===== src/rtl/axi_cache_pkg.sv =====
// Shared AXI write-path encodings and the burst controller state type.
// Used by axi_wr_burst_ctrl and axi_addr_gen.
package axi_cache_pkg;

  typedef enum logic [1:0] {
    BURST_FIXED = 2'b00,
    BURST_INCR  = 2'b01,
    BURST_WRAP  = 2'b10,
    BURST_RSVD  = 2'b11
  } burst_e;

  typedef enum logic [1:0] {
    RESP_OKAY   = 2'b00,
    RESP_SLVERR = 2'b10
  } resp_e;

  typedef enum logic [1:0] {
    ST_IDLE  = 2'd0,
    ST_BURST = 2'd1,
    ST_RESP  = 2'd2
  } wr_state_e;

  // WRAP bursts must span 2, 4, 8 or 16 beats.
  function automatic logic wrap_len_ok(input logic [7:0] len);
    return (len == 8'd1) || (len == 8'd3) || (len == 8'd7) || (len == 8'd15);
  endfunction

endpackage


===== src/rtl/axi_addr_gen.sv =====
// Next-beat address for FIXED/INCR/WRAP bursts; purely combinational, no
// latency, no flow control.
module axi_addr_gen
  import axi_cache_pkg::*;
#(
  parameter int ADDR_WIDTH = 32
) (
  input  logic [ADDR_WIDTH-1:0] i_addr,
  input  logic [1:0]            i_burst,
  input  logic [2:0]            i_size,
  input  logic [7:0]            i_len,
  output logic [ADDR_WIDTH-1:0] o_next_addr
);

  logic [ADDR_WIDTH-1:0] w_step;
  logic [ADDR_WIDTH-1:0] w_incr;
  logic [ADDR_WIDTH-1:0] w_wrap_mask;

  assign w_step      = ADDR_WIDTH'(1) << i_size;
  assign w_incr      = i_addr + w_step;
  // Wrap window is (len+1) beats of 2^size bytes; legal lengths make it a power of two.
  assign w_wrap_mask = ((ADDR_WIDTH'(i_len) + ADDR_WIDTH'(1)) << i_size) - ADDR_WIDTH'(1);

  always_comb begin
    o_next_addr = i_addr;
    case (burst_e'(i_burst))
      BURST_INCR: o_next_addr = w_incr;
      BURST_WRAP: o_next_addr = (i_addr & ~w_wrap_mask) | (w_incr & w_wrap_mask);
      default:    o_next_addr = i_addr;
    endcase
  end

endmodule


===== src/rtl/axi_wr_burst_ctrl.sv =====
// Splits one AXI write burst into per-beat cache write requests and returns B.
// W->cache is combinational (zero latency); wready follows cache ready; one burst outstanding.
module axi_wr_burst_ctrl
  import axi_cache_pkg::*;
#(
  parameter int ADDR_WIDTH = 32,
  parameter int DATA_WIDTH = 64,
  parameter int ID_WIDTH   = 4
) (
  input  logic                    clk,
  input  logic                    rst_n,
  input  logic [ADDR_WIDTH-1:0]   in_awaddr,
  input  logic [ID_WIDTH-1:0]     in_awid,
  input  logic [1:0]              in_awburst,
  input  logic [2:0]              in_awsize,
  input  logic [7:0]              in_awlen,
  input  logic                    in_awvalid,
  output logic                    in_awready,
  input  logic [DATA_WIDTH-1:0]   in_wdata,
  input  logic [DATA_WIDTH/8-1:0] in_wstrb,
  input  logic                    in_wlast,
  input  logic                    in_wvalid,
  output logic                    in_wready,
  output logic [ID_WIDTH-1:0]     out_bid,
  output logic [1:0]              out_bresp,
  output logic                    out_bvalid,
  input  logic                    out_bready,
  output logic [ADDR_WIDTH-1:0]   wr_req_addr,
  output logic [DATA_WIDTH-1:0]   wr_req_data,
  output logic [DATA_WIDTH/8-1:0] wr_req_strb,
  output logic                    wr_req_valid,
  input  logic                    wr_req_ready
);

  localparam logic [2:0] SIZE_MAX = 3'($clog2(DATA_WIDTH / 8));

  wr_state_e             r_state;
  wr_state_e             w_state_nxt;
  logic [ID_WIDTH-1:0]   r_id;
  logic [ADDR_WIDTH-1:0] r_addr;
  logic [1:0]            r_burst;
  logic [2:0]            r_size;
  logic [7:0]            r_len;
  logic [8:0]            r_cnt;
  logic                  r_drop;
  logic                  r_err;

  logic                  w_aw_hs;
  logic                  w_aw_bad;
  logic                  w_beat;
  logic                  w_cnt_term;
  logic [ADDR_WIDTH-1:0] w_next_addr;

  axi_addr_gen #(
    .ADDR_WIDTH (ADDR_WIDTH)
  ) u_addr_gen (
    .i_addr      (r_addr),
    .i_burst     (r_burst),
    .i_size      (r_size),
    .i_len       (r_len),
    .o_next_addr (w_next_addr)
  );

  assign w_aw_hs    = in_awvalid && in_awready;
  assign w_aw_bad   = (in_awburst == BURST_RSVD) || (in_awsize > SIZE_MAX) ||
                      ((in_awburst == BURST_WRAP) && !wrap_len_ok(in_awlen));
  assign w_beat     = (r_state == ST_BURST) && in_wvalid && in_wready;
  assign w_cnt_term = (r_cnt == {1'b0, r_len});

  assign wr_req_addr = r_addr;
  assign wr_req_data = in_wdata;
  assign wr_req_strb = in_wstrb;

  always_comb begin
    w_state_nxt  = r_state;
    in_awready   = 1'b0;
    in_wready    = 1'b0;
    wr_req_valid = 1'b0;
    out_bvalid   = 1'b0;
    out_bid      = '0;
    out_bresp    = RESP_OKAY;
    case (r_state)
      ST_IDLE: begin
        in_awready = 1'b1;
        if (w_aw_hs) w_state_nxt = ST_BURST;
      end
      ST_BURST: begin
        // Illegal bursts are swallowed: every beat accepted, nothing forwarded.
        if (r_drop) begin
          in_wready = 1'b1;
        end else begin
          in_wready    = wr_req_ready;
          wr_req_valid = in_wvalid;
        end
        if (w_beat && w_cnt_term) w_state_nxt = ST_RESP;
      end
      ST_RESP: begin
        out_bvalid = 1'b1;
        out_bid    = r_id;
        out_bresp  = (r_drop || r_err) ? RESP_SLVERR : RESP_OKAY;
        if (out_bready) w_state_nxt = ST_IDLE;
      end
      default: w_state_nxt = ST_IDLE;
    endcase
  end

  always_ff @(posedge clk or negedge rst_n) begin
    if (!rst_n) begin
      r_state <= ST_IDLE;
      r_id    <= '0;
      r_addr  <= '0;
      r_burst <= '0;
      r_size  <= '0;
      r_len   <= '0;
      r_cnt   <= '0;
      r_drop  <= 1'b0;
      r_err   <= 1'b0;
    end else begin
      r_state <= w_state_nxt;
      if (w_aw_hs) begin
        r_id    <= in_awid;
        r_addr  <= in_awaddr;
        r_burst <= in_awburst;
        r_size  <= in_awsize;
        r_len   <= in_awlen;
        r_cnt   <= '0;
        r_drop  <= w_aw_bad;
        r_err   <= 1'b0;
      end else if (w_beat) begin
        r_cnt  <= r_cnt + 9'd1;
        r_addr <= w_next_addr;
        if (in_wlast != w_cnt_term) r_err <= 1'b1;
      end
    end
  end

endmodule


===== config.mk =====
export PLATFORM = sky130hd
export DESIGN_NAME = axi_wr_burst_ctrl
export DESIGN_NICKNAME = d
export VERILOG_FILES = /design/src/rtl/axi_cache_pkg.sv /design/src/rtl/axi_addr_gen.sv /design/src/rtl/axi_wr_burst_ctrl.sv
export SDC_FILE = /design/constraint.sdc
export NUM_CORES = 1
export LEC_CHECK = 0
export ABC_AREA = 1
export CAP_MARGIN = 20
export CORE_ASPECT_RATIO = 0.6
export CORE_MARGIN = 2
export CORE_UTILIZATION = 35
export DETAILED_ROUTE_END_ITERATION = 8
export GPL_TIMING_DRIVEN = 0
export PLACE_DENSITY_LB_ADDON = 0.2
export SLEW_MARGIN = 20
export SYNTH_ARGS = -nofsm -noshare
export SYNTH_HDL_FRONTEND = slang
export SYNTH_HIERARCHICAL = 1
export SYNTH_SLANG_ARGS = --single-unit

===== constraint.sdc =====
create_clock -name clk -period 7.27 [get_ports clk]
set_input_delay 0.727 -clock clk [delete_from_list [all_inputs] [get_ports clk]]
set_output_delay 0.727 -clock clk [all_outputs]
set_load 0.02 [all_outputs]

### Word-level counts from Yosys, hierarchy flattened

Cells that the tools add are included.

* word-level logic and storage cells: 75
* bits of input ports: 128
* output and inout bits: 114
* register bits after elaboration: 62

* multiplexer cells: 21
* bitwise operators: 4
* magnitude comparators: 1
* reduce and logical (&&, ||, !) cells: 19
* equal/unequal tests: 15
* shifts and indexed selects: 2
* add/sub/neg operators: 4

Operator list (number)
* 32-bit bitwise AND: 2
* 32-bit 2-to-1 mux: 2
* 32-bit case mux with 2 select lines: 1
* 32-bit adder: 1
* 32-bit inverter: 1
* 32-bit bitwise OR: 1
* 1-bit by 3-bit left shift with 32-bit output (first input constant): 1
* 32-bit by 3-bit left shift with 32-bit output: 1
* 32-bit by 1-bit subtractor with 32-bit output (second input constant): 1
* 9-bit 2-to-1 mux: 2
* 2-bit 2-to-1 mux: 5
* 8-bit by 1-bit adder with 9-bit output (second input constant): 1
* 9-bit by 1-bit adder with 9-bit output (second input constant): 1
* 9-bit by 8-bit == test with 1-bit output: 1
* 1-bit 2-to-1 mux: 9
* 2-bit == test (second input constant): 4
* 8-bit by 1-bit == test with 1-bit output (second input constant): 1
* 8-bit by 2-bit == test with 1-bit output (second input constant): 1
* 8-bit by 3-bit == test with 1-bit output (second input constant): 1
* 8-bit by 4-bit == test with 1-bit output (second input constant): 1
* 1-bit logical OR: 6
* 2-bit case mux with 3 select lines: 1
* 1-bit logical AND: 5
* 2-bit by 1-bit == test with 1-bit output (second input constant): 2
* 11 further kinds: 14

### Depth between registers and ports, before layout

* depth after elaboration: 9
* mapped depth: 23
* mapped depth without buffers: 21

### Hierarchy

Netlist, hierarchy kept.

By module, submodules not included
* axi_wr_burst_ctrl: cells an instance 456, sequential area each 1551.5 um^2, area each 3681.0 um^2, instances 1
* axi_addr_gen: cells an instance 663, sequential area each 0.0 um^2, area each 3454.6 um^2, instances 1

### Least setup slack after synthesis

Ideal clock, no wire load.

* kind: register to register
* start: register r_size[0]
* end: register r_addr[28] (netlist: wr_req_addr[28])
* buffers on the path: 2
* library setup time: 82 ps
* arrival time: 3044 ps
* clock period less this slack: 3126 ps
* data required time: 7188 ps
* stages on the path, launching flop included: 22
* setup slack: 4144 ps
* cell sequence: dfrtp_1 buf_4 inv_1 buf_4 nor2_1 inv_1 nor2_1 inv_1 fa_1 o21ai_1 nand3_1 nand2_1 inv_1 nor2_1 nand2_1 nor3_1 xor2_1 o21ai_0 inv_1 a21oi_2 nand2_1 a31oi_1

* word-level cells in the longest chain between the ends: 8
* elaborated cells between the ends (all ways): 11
* those cells by class: add/sub (2); shift (2); mux (3); bitwise (4)

Ends and longest elaborated chain
* from (decl): RTL line axi_wr_burst_ctrl.sv:42 `logic [2:0] r_size;`
* from (signal assigned): RTL line axi_wr_burst_ctrl.sv:124 `r_size <= in_awsize;`
* 32-bit by 3-bit left shift with 32-bit output: RTL line axi_addr_gen.sv:22 `assign w_wrap_mask = ((ADDR_WIDTH'(i_len) + ADDR_WIDTH'(1)) << i_size) - ADDR_WIDTH'(1);`
* 32-bit by 1-bit subtractor with 32-bit output: RTL line axi_addr_gen.sv:22
* 32-bit inverter: RTL line axi_addr_gen.sv:28 `BURST_WRAP: o_next_addr = (i_addr & ~w_wrap_mask) | (w_incr & w_wrap_mask);`
* 32-bit bitwise AND: RTL line axi_addr_gen.sv:28
* 32-bit bitwise OR: RTL line axi_addr_gen.sv:28
* 32-bit case mux with 2 select lines *: RTL line axi_addr_gen.sv:26 `case (burst_e'(i_burst))`
* net w_next_addr[28]: RTL line axi_wr_burst_ctrl.sv:52 `logic [ADDR_WIDTH-1:0] w_next_addr;`
* 32-bit 2-to-1 mux *: RTL line axi_wr_burst_ctrl.sv:129 `end else if (w_beat) begin`
* 32-bit 2-to-1 mux *: RTL line axi_wr_burst_ctrl.sv:120 `if (w_aw_hs) begin`
* to (signal assigned): RTL line axi_wr_burst_ctrl.sv:122 `r_addr <= in_awaddr;`
* to (signal assigned): RTL line axi_wr_burst_ctrl.sv:131 `r_addr <= w_next_addr;`
* to (decl): RTL line axi_wr_burst_ctrl.sv:40 `logic [ADDR_WIDTH-1:0] r_addr;`

The timed path passes the listed nets; every way through them passes the cells marked *. The select of a mux whose other input is x is not followed.
A chain may end at the register's enable or synchronous reset.

### Final worst setup path

Ends and elaborated chain as after synthesis.

==> impl_results.rst <==
.. list-table::
   :header-rows: 1

   * - Metric
     - Value
   * - Largest area contributor in the synthesized netlist
     - sky130_fd_sc_hd__dfrtp_1
   * - Post-synth design cell area
     - 7140 sq um
   * - Number of flops mapped to enable cells by yosys
     - 0
   * - Post-route fraction of the period consumed by the critical path
     - 0.582
   * - Port-buffer cells
     - 168
   * - H-tree depth
     - 3
   * - Clock tree from TritonCTS
     - done
   * - Final #Nets
     - 1442
   * - Area share of the largest cell type after synthesis
     - 0.217
   * - Per-cell via count in the routed design
     - 5.03
   * - Post-Route Utilization
     - 0.474
   * - Final antenna-violating net count
     - 0
   * - Startpoint type of the worst setup path
     - flop
   * - Worst rel slew slack
     - 0.516
   * - Number of inserted filler cells in the final layout
     - 2117
   * - Setup skew after layout
     - 0.0129 ns
   * - Slew @ Worst Pin
     - 0.727 ns
   * - Wire length of the first global-routing pass
     - 38800 microns
   * - Largest net degree at the start of global routing
     - 49
   * - Drt first pass iters
     - 6
   * - Leakage
     - 4.55 nW
   * - Number of remaining DRC errors
     - 0
   * - Fraction of layout instances using a drive strength above 1
     - 0.163
   * - Die width
     - 188 microns
   * - Worst min-delay path class
     - input port to asynchronous set/reset pin
   * - Inserted Clock Buffers
     - 9
   * - Count of hold-fix buffers inserted at cts
     - 0
   * - GRT Resource Usage Total
     - 0.229
   * - Cells taking the most area after synthesis
     - sky130_fd_sc_hd__dfrtp_1 22%, sky130_fd_sc_hd__nand2_1 16%, sky130_fd_sc_hd__buf_4 8.2%
   * - FFs w/ async S/R, synth
     - 1.00
   * - Count of distinct cell types in the synthesized netlist
     - 49
   * - Initial antenna violation count
     - 0
   * - Post-route standard cell area excluding fillers
     - 9490 sq um
   * - Power density cells
     - 467 nW/um^2
   * - Peak supply drop
     - 0.231 mV
   * - Clock latency reported for the late side of the worst-skew pair
     - 0.35 ns
   * - Number of max-capacitance violations reported
     - 0
   * - Area of the die
     - 21600 sq um
   * - Number of warning messages in the yosys log
     - 6
   * - Number of inserted diodes
     - 0
   * - CP dominant cell by count
     - sky130_fd_sc_hd__inv_1
   * - Maximum net fanout on the critical path
     - 10
   * - Core area
     - 20000 sq um
   * - Maximum clock frequency
     - 0.236 GHz
   * - Number of buffers inserted by post-CTS setup repair
     - 0
   * - # resized after CTS
     - 0
   * - Biggest cell delay along the critical path
     - 0.43 ns
   * - Cell at the root of the clock tree
     - sky130_fd_sc_hd__clkbuf_16
   * - Commonest cells in the netlist
     - 295 x sky130_fd_sc_hd__nand2_1, 126 x sky130_fd_sc_hd__inv_1, 111 x sky130_fd_sc_hd__nor2_1, 99 x sky130_fd_sc_hd__nand3_1, 78 x sky130_fd_sc_hd__buf_4
   * - CP cell instances
     - buf_4 > inv_1 > buf_4 > nor2_1 > inv_1 > nor2_1 > inv_1 > fa_1 > o21ai_1 > nand3_1 > nand2_1 > inv_1 > nor2_1 > nand2_1 > nor3_1 > xor2_1 > o21ai_0 > inv_1 > a21oi_2 > nand2_1 > a31oi_1
   * - Clock Tree Buf Depth
     - 2
   * - HPWL reported at the end of detailed placement
     - 20200 microns
   * - I/O pin count
     - 242
   * - Data arrival at the endpoint of the critical path
     - 4.51 ns
   * - Post-place instance area
     - 9180 sq um
   * - Share of the yosys chip area belonging to registers
     - 0.217
   * - Drt first-iter violations
     - 772
   * - Final Hold Vio Count
     - 0
   * - Post-route setup TNS
     - 0 ns
   * - Register bit total from synthesis
     - 62
   * - Count of clock tree sinks
     - 62
   * - Max Slew Vio Count
     - 0
   * - Final critical delay including setup and external delays
     - 4.23 ns
   * - RSZ-0062 raised after global routing
     - false
   * - Die span in y
     - 115 microns
   * - Standard cell with the maximum stage delay on the critical path
     - sky130_fd_sc_hd__fa_1
   * - Most frequent cell after synthesis
     - sky130_fd_sc_hd__nand2_1
   * - Required time of the worst setup path
     - 7.54 ns
   * - Worst-path clk slew
     - 0.07 ns
   * - Number of standard cells after synthesis
     - 1119
   * - Std-Cell Rows
     - 40
   * - Minimum setup slack after placement
     - 3.23 ns
   * - Weighted congestion at the end of routability-driven global placement
     - 0.925
   * - Result of the run
     - completed
   * - Number of nets produced by synthesis
     - 1262
   * - Final Worst Setup Slack
     - 3.04 ns
   * - Drt wl/cell
     - 15.8 microns
   * - Critical path class
     - flop to flop
   * - Vias in the first global route
     - 7149
   * - Worst hold margin
     - 0.255 ns
   * - Overflow left after global routing
     - 0
   * - Detailed-route via count
     - 7939
   * - Layout overhead on the synthesized area
     - 33.0%
   * - Mapped Avg Cell Area
     - 6.38 sq um
   * - Flip-flop cell with the highest count after synthesis
     - sky130_fd_sc_hd__dfrtp_1
   * - Depth of the worst register-to-register path
     - 21
   * - Initial core utilization
     - 0.356
   * - Routed wire length
     - 24900 microns
   * - Number of setup violations in the final report
     - 0
   * - Critical Path Sink Type
     - flop
final timing paths:
path	start	end	slack (ns)
setup / recovery	r_size[0]	wr_req_addr[28]	3.04
hold / removal	rst_n	wr_req_addr[10]	0.25
setup reg to reg	r_size[0]	wr_req_addr[28]	3.04
hold reg to reg	r_size[2]	r_size[2]	0.48
max in group asynchronous	rst_n	wr_req_addr[27]	6.49
min in group clk	r_size[2]	r_size[2]	0.48
stage by stage:
| step | power (mW) | std cells |
|---|---|---|
| final | 4.43 | 1577 |
| after global routing | 4.80 | 1577 |
| after CTS | 4.35 | 1577 |
| after detailed placement | 3.87 | 1561 |
| after global placement | 3.83 | 1560 |
| after floorplan | 2.91 | 1119 |
cell families (layout without fill, tap and decap cells):
kind of cell	count (synthesis)	count (layout)	share of synthesized area
and+or+nand+nor	600	600	0.395
buffers and inverters	252	437	0.182
AOI/OAI and AO/OA	161	161	0.143
DFF	62	62	0.217
xor gates and xnor gates	28	28	0.0344
adders and majority gates	15	15	0.0274
other	1	1	0.000526
where the power goes:
group / switching (mW) / internal [mW] / total [mW]
registers: 0.279 / 0.501 / 0.780
logic: 2.06 / 1.13 / 3.19
clock network: 0.192 / 0.270 / 0.462
cell usage in the layout, fill, tap and decap left out, types with 28 or more instances in the layout:
cell type and n:
sky130_fd_sc_hd__nor2_1 111, sky130_fd_sc_hd__buf_4 79, sky130_fd_sc_hd__a21oi_1 30, sky130_fd_sc_hd__nand3_1 99, sky130_fd_sc_hd__a31oi_1 28, sky130_fd_sc_hd__clkdlybuf4s50_1 167
sky130_fd_sc_hd__inv_1 126, sky130_fd_sc_hd__o21ai_0 47, sky130_fd_sc_hd__nand2_1 295, sky130_fd_sc_hd__dfrtp_1 62
state kept, by name, summed over array words and instances, names as in the netlist:
name	cells
r_len	8
r_cnt	9
r_err	1
r_state	2
r_burst	2
wr_req_addr	32
r_id	4
r_size	3
r_drop	1
worst max-delay path: cells and delay by family, from the launching register on:
| kind | cells | cell delay, ns |
|---|---|---|
| compound gates | 4 | 0.76 |
| flops | 1 | 0.39 |
| xor+xnor | 1 | 0.16 |
| fa+ha+maj | 1 | 0.43 |
| buf+inv | 7 | 0.92 |
| simple gates | 8 | 1.50 |
routing by layer:
metal,routed length [microns],share of wire,track usage
met1,12900,0.52,0.370
met3,2630,0.11,0.0536
met2,9310,0.37,0.300
met4,127,0.0051,0.0396
met5,0,0,0
final cells by class:
cell class / instances / area [sq um] / share of cell area
clock buffers: 9 / 225 / 0.0237
inverters: 139 / 524 / 0.0552
plain buffers: 113 / 777 / 0.0819
well taps: 273 / 342 / 0.0360
flip-flops and latches: 62 / 1550 / 0.163
repair buffers: 169 / 1710 / 0.180
clock inverters: 7 / 81.3 / 0.00857
multi-input cells: 805 / 4280 / 0.451
Power figures use the tool's default switching activity.
